## config.mk

```make
export PLATFORM = sky130hd
export DESIGN_NAME = distributed_fifo_fwft
export DESIGN_NICKNAME = d
export VERILOG_FILES = /design/src/rtl/dfifo_pkg.sv /design/src/rtl/dfifo_sdpram.sv /design/src/rtl/distributed_fifo_fwft.sv
export SDC_FILE = /design/constraint.sdc
export NUM_CORES = 1
export LEC_CHECK = 0
export CAP_MARGIN = 20
export CORE_MARGIN = 5
export CORE_UTILIZATION = 50
export DETAILED_ROUTE_END_ITERATION = 6
export GPL_TIMING_DRIVEN = 0
export PLACE_DENSITY_LB_ADDON = 0.2
export RECOVER_POWER = 100
export SLEW_MARGIN = 30
export SYNTH_ARGS = -nofsm -noshare
export SYNTH_HDL_FRONTEND = slang
export SYNTH_SLANG_ARGS = --single-unit
```

## constraint.sdc

```tcl
create_clock -name clk -period 4.9 [get_ports clk]
set_input_delay 0.735 -clock clk [delete_from_list [all_inputs] [get_ports clk]]
set_output_delay 0.735 -clock clk [all_outputs]
set_load 0.05 [all_outputs]
```

## src/rtl/dfifo_pkg.sv

```systemverilog
// Shared definitions for the distributed-RAM FIFO: output-stage state encoding
// and the capacity helper used by the top level.
package dfifo_pkg;

  typedef enum logic {
    ST_IDLE  = 1'b0,
    ST_VALID = 1'b1
  } fwft_state_e;

  // An FWFT output stage holds one extra word on top of the RAM depth.
  function automatic int fifo_capacity(input int addr_width, input int fwft);
    return (1 << addr_width) + ((fwft != 0) ? 1 : 0);
  endfunction

endpackage

```

## src/rtl/dfifo_sdpram.sv

```systemverilog
// Single-clock simple-dual-port RAM: synchronous write, combinational read,
// intended to map onto distributed (LUT) RAM.
module dfifo_sdpram #(
  parameter int ADDR_WIDTH = 4,
  parameter int DATA_WIDTH = 32
) (
  input  logic                  clk,
  input  logic                  wr_en,
  input  logic [ADDR_WIDTH-1:0] wr_addr,
  input  logic [DATA_WIDTH-1:0] wr_data,
  input  logic [ADDR_WIDTH-1:0] rd_addr,
  output logic [DATA_WIDTH-1:0] rd_data
);

  logic [DATA_WIDTH-1:0] mem [2**ADDR_WIDTH];

  always_ff @(posedge clk) begin
    if (wr_en) begin
      mem[wr_addr] <= wr_data;
    end
  end

  assign rd_data = mem[rd_addr];

endmodule

```

## src/rtl/distributed_fifo_fwft.sv

```systemverilog
// Synchronous FIFO over distributed RAM with registered status flags and an
// optional first-word-fall-through output stage.
module distributed_fifo_fwft
  import dfifo_pkg::*;
#(
  parameter int ADDR_WIDTH       = 4,
  parameter int DATA_WIDTH       = 32,
  parameter int FWFT             = 0,
  parameter int ALMOST_FULL_NUM  = 4,
  parameter int ALMOST_EMPTY_NUM = 4
) (
  input  logic                  clk,
  input  logic                  rst,
  input  logic [DATA_WIDTH-1:0] wr_data,
  input  logic                  wr_en,
  output logic                  full,
  output logic                  almost_full,
  output logic                  overflow,
  output logic [DATA_WIDTH-1:0] rd_data,
  input  logic                  rd_en,
  output logic                  empty,
  output logic                  almost_empty,
  output logic                  underflow,
  output logic [ADDR_WIDTH:0]   water_level
);

  localparam int CAPACITY = fifo_capacity(ADDR_WIDTH, FWFT);
  localparam int LVL_W    = ADDR_WIDTH + 1;

  logic [ADDR_WIDTH-1:0] wr_ptr_q, wr_ptr_d, rd_ptr_q, rd_ptr_d;
  logic [LVL_W-1:0]      level_q, level_d, ram_cnt_q, ram_cnt_d;
  logic [DATA_WIDTH-1:0] rd_data_q, rd_data_d, ram_rd_data;
  fwft_state_e           state_q, state_d;
  logic full_q, full_d, almost_full_q, almost_full_d;
  logic empty_q, empty_d, almost_empty_q, almost_empty_d;
  logic overflow_q, overflow_d, underflow_q, underflow_d;
  logic wr_acc, rd_acc, load, ram_ne;

  dfifo_sdpram #(
    .ADDR_WIDTH(ADDR_WIDTH),
    .DATA_WIDTH(DATA_WIDTH)
  ) u_ram (
    .clk    (clk),
    .wr_en  (wr_acc),
    .wr_addr(wr_ptr_q),
    .wr_data(wr_data),
    .rd_addr(rd_ptr_q),
    .rd_data(ram_rd_data)
  );

  always_comb begin
    wr_acc = wr_en & ~full_q;
    rd_acc = rd_en & ~empty_q;
    ram_ne = (ram_cnt_q != '0);

    // load moves the RAM head into rd_data; in FWFT mode it also refills an
    // idle output stage without any read request.
    if (FWFT != 0) begin
      load = ram_ne && ((state_q == ST_IDLE) || rd_acc);
    end else begin
      load = rd_acc;
    end

    state_d = state_q;
    if (FWFT != 0) begin
      if (load) begin
        state_d = ST_VALID;
      end else if (rd_acc) begin
        state_d = ST_IDLE;
      end
    end

    wr_ptr_d  = wr_acc ? wr_ptr_q + ADDR_WIDTH'(1) : wr_ptr_q;
    rd_ptr_d  = load ? rd_ptr_q + ADDR_WIDTH'(1) : rd_ptr_q;
    rd_data_d = load ? ram_rd_data : rd_data_q;
    ram_cnt_d = ram_cnt_q + LVL_W'(wr_acc) - LVL_W'(load);
    level_d   = level_q + LVL_W'(wr_acc) - LVL_W'(rd_acc);

    full_d         = (int'(level_d) == CAPACITY);
    almost_full_d  = (int'(level_d) >= CAPACITY - ALMOST_FULL_NUM);
    almost_empty_d = (int'(level_d) <= ALMOST_EMPTY_NUM);
    empty_d        = (FWFT != 0) ? (state_d == ST_IDLE) : (level_d == '0);
    overflow_d     = wr_en & full_q;
    underflow_d    = rd_en & empty_q;
  end

  always_ff @(posedge clk) begin
    if (rst) begin
      wr_ptr_q       <= '0;
      rd_ptr_q       <= '0;
      level_q        <= '0;
      ram_cnt_q      <= '0;
      rd_data_q      <= '0;
      state_q        <= ST_IDLE;
      full_q         <= 1'b0;
      almost_full_q  <= 1'b0;
      empty_q        <= 1'b1;
      almost_empty_q <= 1'b1;
      overflow_q     <= 1'b0;
      underflow_q    <= 1'b0;
    end else begin
      wr_ptr_q       <= wr_ptr_d;
      rd_ptr_q       <= rd_ptr_d;
      level_q        <= level_d;
      ram_cnt_q      <= ram_cnt_d;
      rd_data_q      <= rd_data_d;
      state_q        <= state_d;
      full_q         <= full_d;
      almost_full_q  <= almost_full_d;
      empty_q        <= empty_d;
      almost_empty_q <= almost_empty_d;
      overflow_q     <= overflow_d;
      underflow_q    <= underflow_d;
    end
  end

  assign full         = full_q;
  assign almost_full  = almost_full_q;
  assign overflow     = overflow_q;
  assign rd_data      = rd_data_q;
  assign empty        = empty_q;
  assign almost_empty = almost_empty_q;
  assign underflow    = underflow_q;
  assign water_level  = level_q;

endmodule

```

Word level (Yosys, flattened, before mapping)
Memory sizes are Yosys's and may differ from the RTL's. A register that Yosys moved wholly into a read port is not among the register bits.
Cells that the tools add are included.

storage, ports and cells
  bits in registers = 19
  memory bits (writable) = 512
  output and inout bits = 43
  logic and storage cells = 26
  memories kept = 1

operators by class
  $add $sub $neg = 4
  $lt $le $gt $ge = 2
  equality and inequality tests = 1
  muxes and demuxes = 2
  bitwise gates (word level) = 6
  reductions and logical operators = 1

memories
  name       words  bits a word  rd ports  clocked after memory_dff  write ports  line                text
  u_ram.mem  16     32           1         1                         1            dfifo_sdpram.sv:15  logic [DATA_WIDTH-1:0] mem [2**ADDR_WIDTH];

operators with widths
  kind                   count
  $add A4 B1 Y4 const B  2
  $add A5 B1 Y5          1
  $eq A5 B5 Y1 const B   1
  $ge A5 B4 Y1 const B   1
  $le A5 B3 Y1 const B   1
  $logic_not A5 Y1       1
  $sub A5 B1 Y5          1
  $and A1 B1 Y1          4
  $mux W1                2
  $not A1 Y1             2

Longest topological paths before layout
  depth after elaboration = 5
  depth in mapped cells = 13

Cells and area by module
From an unflattened synthesis, not the netlist that was laid out.

unflattened totals
  cells, all modules = 1036
  area total of the unflattened synthesis = 21154.0 um^2

by module, submodules not included
  module                 times used  cells each  area each (um^2)  sequential area each (um^2)
  dfifo_sdpram           1           806         19213.4           15374.7
  distributed_fifo_fwft  1           230         1940.6            1021.0

Least setup slack after synthesis
Ideal clock, no wire load.

  path kind = in2reg
  start point = in wr_en
  end point = mem u_ram.mem[3][0] (enable)
  library setup time = 0.461 ns
  arrival = 3.506 ns
  slack = 0.933 ns
  stages = 4
  path buffers = 1
  cell sequence = nor2b_1 clkbuf_1 nand2_1 nor3_1

between the ends
  cells in the longest elaborated chain, start to end = 3

ends and longest elaborated chain
  item                           line                         text
  start, declared                distributed_fifo_fwft.sv:15  input logic wr_en,
  $and A1 B1 Y1                  distributed_fifo_fwft.sv:52  wr_acc = wr_en & ~full_q;
  $mux W1                        dfifo_sdpram.sv:18           if (wr_en) begin
  $mux W1 (not written as such)  dfifo_sdpram.sv:19           mem[wr_addr] <= wr_data;
  end, declared                  dfifo_sdpram.sv:15

Every way passes these cells.

Worst setup path after layout
  start point = in wr_en
  end point = mem u_ram.mem[3][15] (enable)

Same word-level chain as after synthesis.

==> summary.txt <==
Power
  – Clock power frac: 35.0%
  – Internal power: 0.00832 W
  – Sw Share: 26.0%
  – NetSw: 0.00293 W
  – Leakage dissipation: 7.71 nW
  – Worst vdd ir: 0.324 mV
  – Cell area power density: 456 mW/mm2
  – Comb power frac: 15.3%
  – Seq pwr share: 49.8%

Layout
  – Non-filler cells, final: 1845
  – Final Cell Area: 0.0247 mm2
  – Diode count: 0
  – P&R area growth vs syn: 16.0%
  – Final #Nets: 1306
  – Fillers: 3129
  – Final core utilization: 58.7%
  – Most common cell after layout, fill and taps aside: edfxtp_1
  – Commonest non-fill, non-tap cells in the layout: edfxtp_1 (512), mux2i_1 (159), clkbuf_1 (98), dlygate4sd3_1 (78), mux4_2 (63)
  – Share of layout cells above drive strength 1: 13.4%

Clock network
  – Hold Buf Count CTS: 0
  – Worst-path clk slew: 0.06 ns
  – Root Buffer Master: clkbuf_16
  – Clk buf depth: 3
  – Skew-Pair Late Insertion Delay: 0.59 ns
  – CTS buffer count: 56
  – Htree depth: 2
  – Post-CTS Setup Repair Bufs: 0
  – TritonCTS clock tree: yes
  – CTS Sinks: 563
  – Resized Gates After CTS: 0

Place
  – Port buffer count: 78
  – Placed Cells: 1740
  – Post-DP HPWL: 31.3 mm
  – Area after DPL: 0.0236 mm2
  – RD Place Congestion: 0.747

Logic synthesis
  – Synth Instances: 1078
  – Area leader, netlist: edfxtp_1
  – Mapped Nets: 1125
  – Area share of the largest cell type after synthesis: 72.3%
  – Synth top area cells: edfxtp_1 (72%), mux2i_1 (7.5%), mux4_2 (6.7%), dfxtp_1 (4.8%), a22oi_1 (2.2%)
  – Synth Warn #: 0
  – Post-synthesis sequential area ratio: 77.1%
  – Ys flop type: edfxtp_1
  – Post-synth EDFFs: 512
  – Post-synthesis cell area: 0.0213 mm2
  – FF+latch count, synth: 563
  – Synth Area per Inst: 19.7 um2
  – Distinct cells, synth: 37
  – Asr flop ratio synth: 0%

GRT
  – Largest net degree at the start of global routing: 19
  – Initial antenna violation count: 0
  – Grt total ovfl: 0
  – GRT Total Usage: 20.2%
  – Vias in the first global route: 10800
  – First-pass GRT wire length: 70.5 mm

Timing
  – RSZ-0062 raised after global routing: no
  – Endpoints failing hold: 0
  – Slew HR: -24.4%
  – WHS: 0.452 ns
  – Worst Tran Pin Value: 1.86 ns
  – Endpoints failing setup: 0
  – Max Clock Skew: 0.00984 ns
  – Fmax: 270 MHz
  – Final setup TNS: 0 ns
  – Max-slew violations: 15
  – Final min period: 3.70 ns
  – Fin crit share: 75.6%

Hold path
  – Worst hold start: empty
  – Hold Crit Class: flop to flop

Floorplanning
  – Die Width: 216 um
  – I/O pin count: 79
  – Die ar.: 0.0468 mm2
  – Die height: 216 um
  – Core Region: 0.0420 mm2
  – Cell row count: 75
  – Starting density of the core: 50.6%

Critical path
  – CP Data Required Time: 5.15 ns
  – RR Startpoint: full
  – Critical Path AT: 3.95 ns
  – Class of the most critical setup path: primary input to flop
  – Crit Path Max Fanout: 9
  – Worst Setup End Kind: flop
  – CP max stage delay: 0.63 ns
  – Worst setup path startpoint: wr_en
  – Setup crit start kind: primary input
  – Worst path cell trace: dlygate4sd3_1 -> nor2b_1 -> clkbuf_1 -> nand2_1 -> nor3_1 -> clkbuf_1 -> clkbuf_1 -> clkbuf_1
  – Worst path most repeated cell: clkbuf_1
  – Slowest CP cell: nor3_1

Detailed routing
  – Routed wl met2: 23.2 mm
  – Iter 0 DRT Violations: 944
  – Highest Signal Layer: met4
  – Vias: 10600
  – Final WL: 47.1 mm
  – Drt wl/cell: 25.5 um
  – Vias/cell: 5.76
  – DR DRC count: 0
  – WL met1: 20.4 mm
  – ANT nets after route: 0
  – DRT Pass-1 Iters: 5
  – Met3 WL: 2.52 mm

Run status
  – Outcome: complete, but fails checks
  – Failing checks: max-capacitance violations, max-slew violations

Job
  – MaxCap Viol Count: 1
## critical path: cells and delay by family
kind,cells,cell delay [ns]
and+or+nand+nor,3,0.98
buffers and inverters,5,2.22
## cell type report
type | instances | area, um2 | share of cell area (%)
inverters | 11 | 41.3 | 0.167
plain buffers | 63 | 285 | 1.16
clock buffers | 93 | 1610 | 6.53
repair buffers | 123 | 1080 | 4.36
well taps | 539 | 674 | 2.73
multi-input cells | 441 | 4520 | 18.3
clock inverters | 12 | 67.6 | 0.274
flip-flops and latches | 563 | 16400 | 66.4
## power groups by stage
stage / combinational (W) / sequential (W) / clock (W)
floorplan: 0.000820 / 0.00600 / 0
global placement: 0.00173 / 0.00572 / 0
detailed placement: 0.00182 / 0.00570 / 0
CTS: 0.00182 / 0.00560 / 0.00402
global route: 0.00186 / 0.00562 / 0.00421
finish: 0.00172 / 0.00559 / 0.00393
## Yosys cell counts, types with 4 or more instances
cell type,instances
edfxtp_1,512
dfxtp_1,51
nor2_1,28
o21ai_0,32
a32oi_1,31
a21oi_1,4
mux4_2,63
buf_2,30
a22oi_1,62
nor2b_1,6
mux2i_1,159
inv_1,11
xor2_1,7
ha_1,10
buf_4,7
nor3_1,7
clkbuf_1,22
nand2_1,10
## flip-flops by register name, summed over array words and instances (netlist names)
register,count
almost_empty,1
almost_full,1
empty,1
full,1
overflow,1
rd_data,32
rd_ptr_q,4
u_ram.mem,512
underflow,1
water_level,5
wr_ptr_q,4
## path summary, 6_finish.rpt
check / slack, ns / end / cells after the start
worst max-delay path: 1.20 / u_ram.mem[3][15] / 8
worst min-delay path: 0.45 / underflow / 2
worst max register to register: 1.59 / u_ram.mem[3][15] / 7
worst min register to register: 0.45 / underflow / 2
## layer usage
layer / vias to the layer above / GRT usage (%)
met5: - / 0
met4: 0 / 4.88
met3: 61 / 2.86
met2: 309 / 33.6
met1: 5493 / 28.7
li1: 4773 / -
## logic make-up (layout without fill, tap and decap cells)
group	Yosys count	in the layout	synth area share, %
adders and majority gates	11	11	0.682
DFF	563	563	77.1
buffers and inverters	74	302	1.64
and+or+nand+nor	63	63	1.40
AOI/OAI and AO/OA	134	134	4.51
xor gates and xnor gates	9	9	0.371
muxes	224	224	14.3
## per-stage QoR
stage,power [W],setup slack (ns)
finish,0.0112,1.20
global route,0.0117,0.974
CTS,0.0114,1.85
detailed placement,0.00751,1.23
global placement,0.00744,-2.39
floorplan,0.00682,0.933
(Power assumes the default switching activity.)
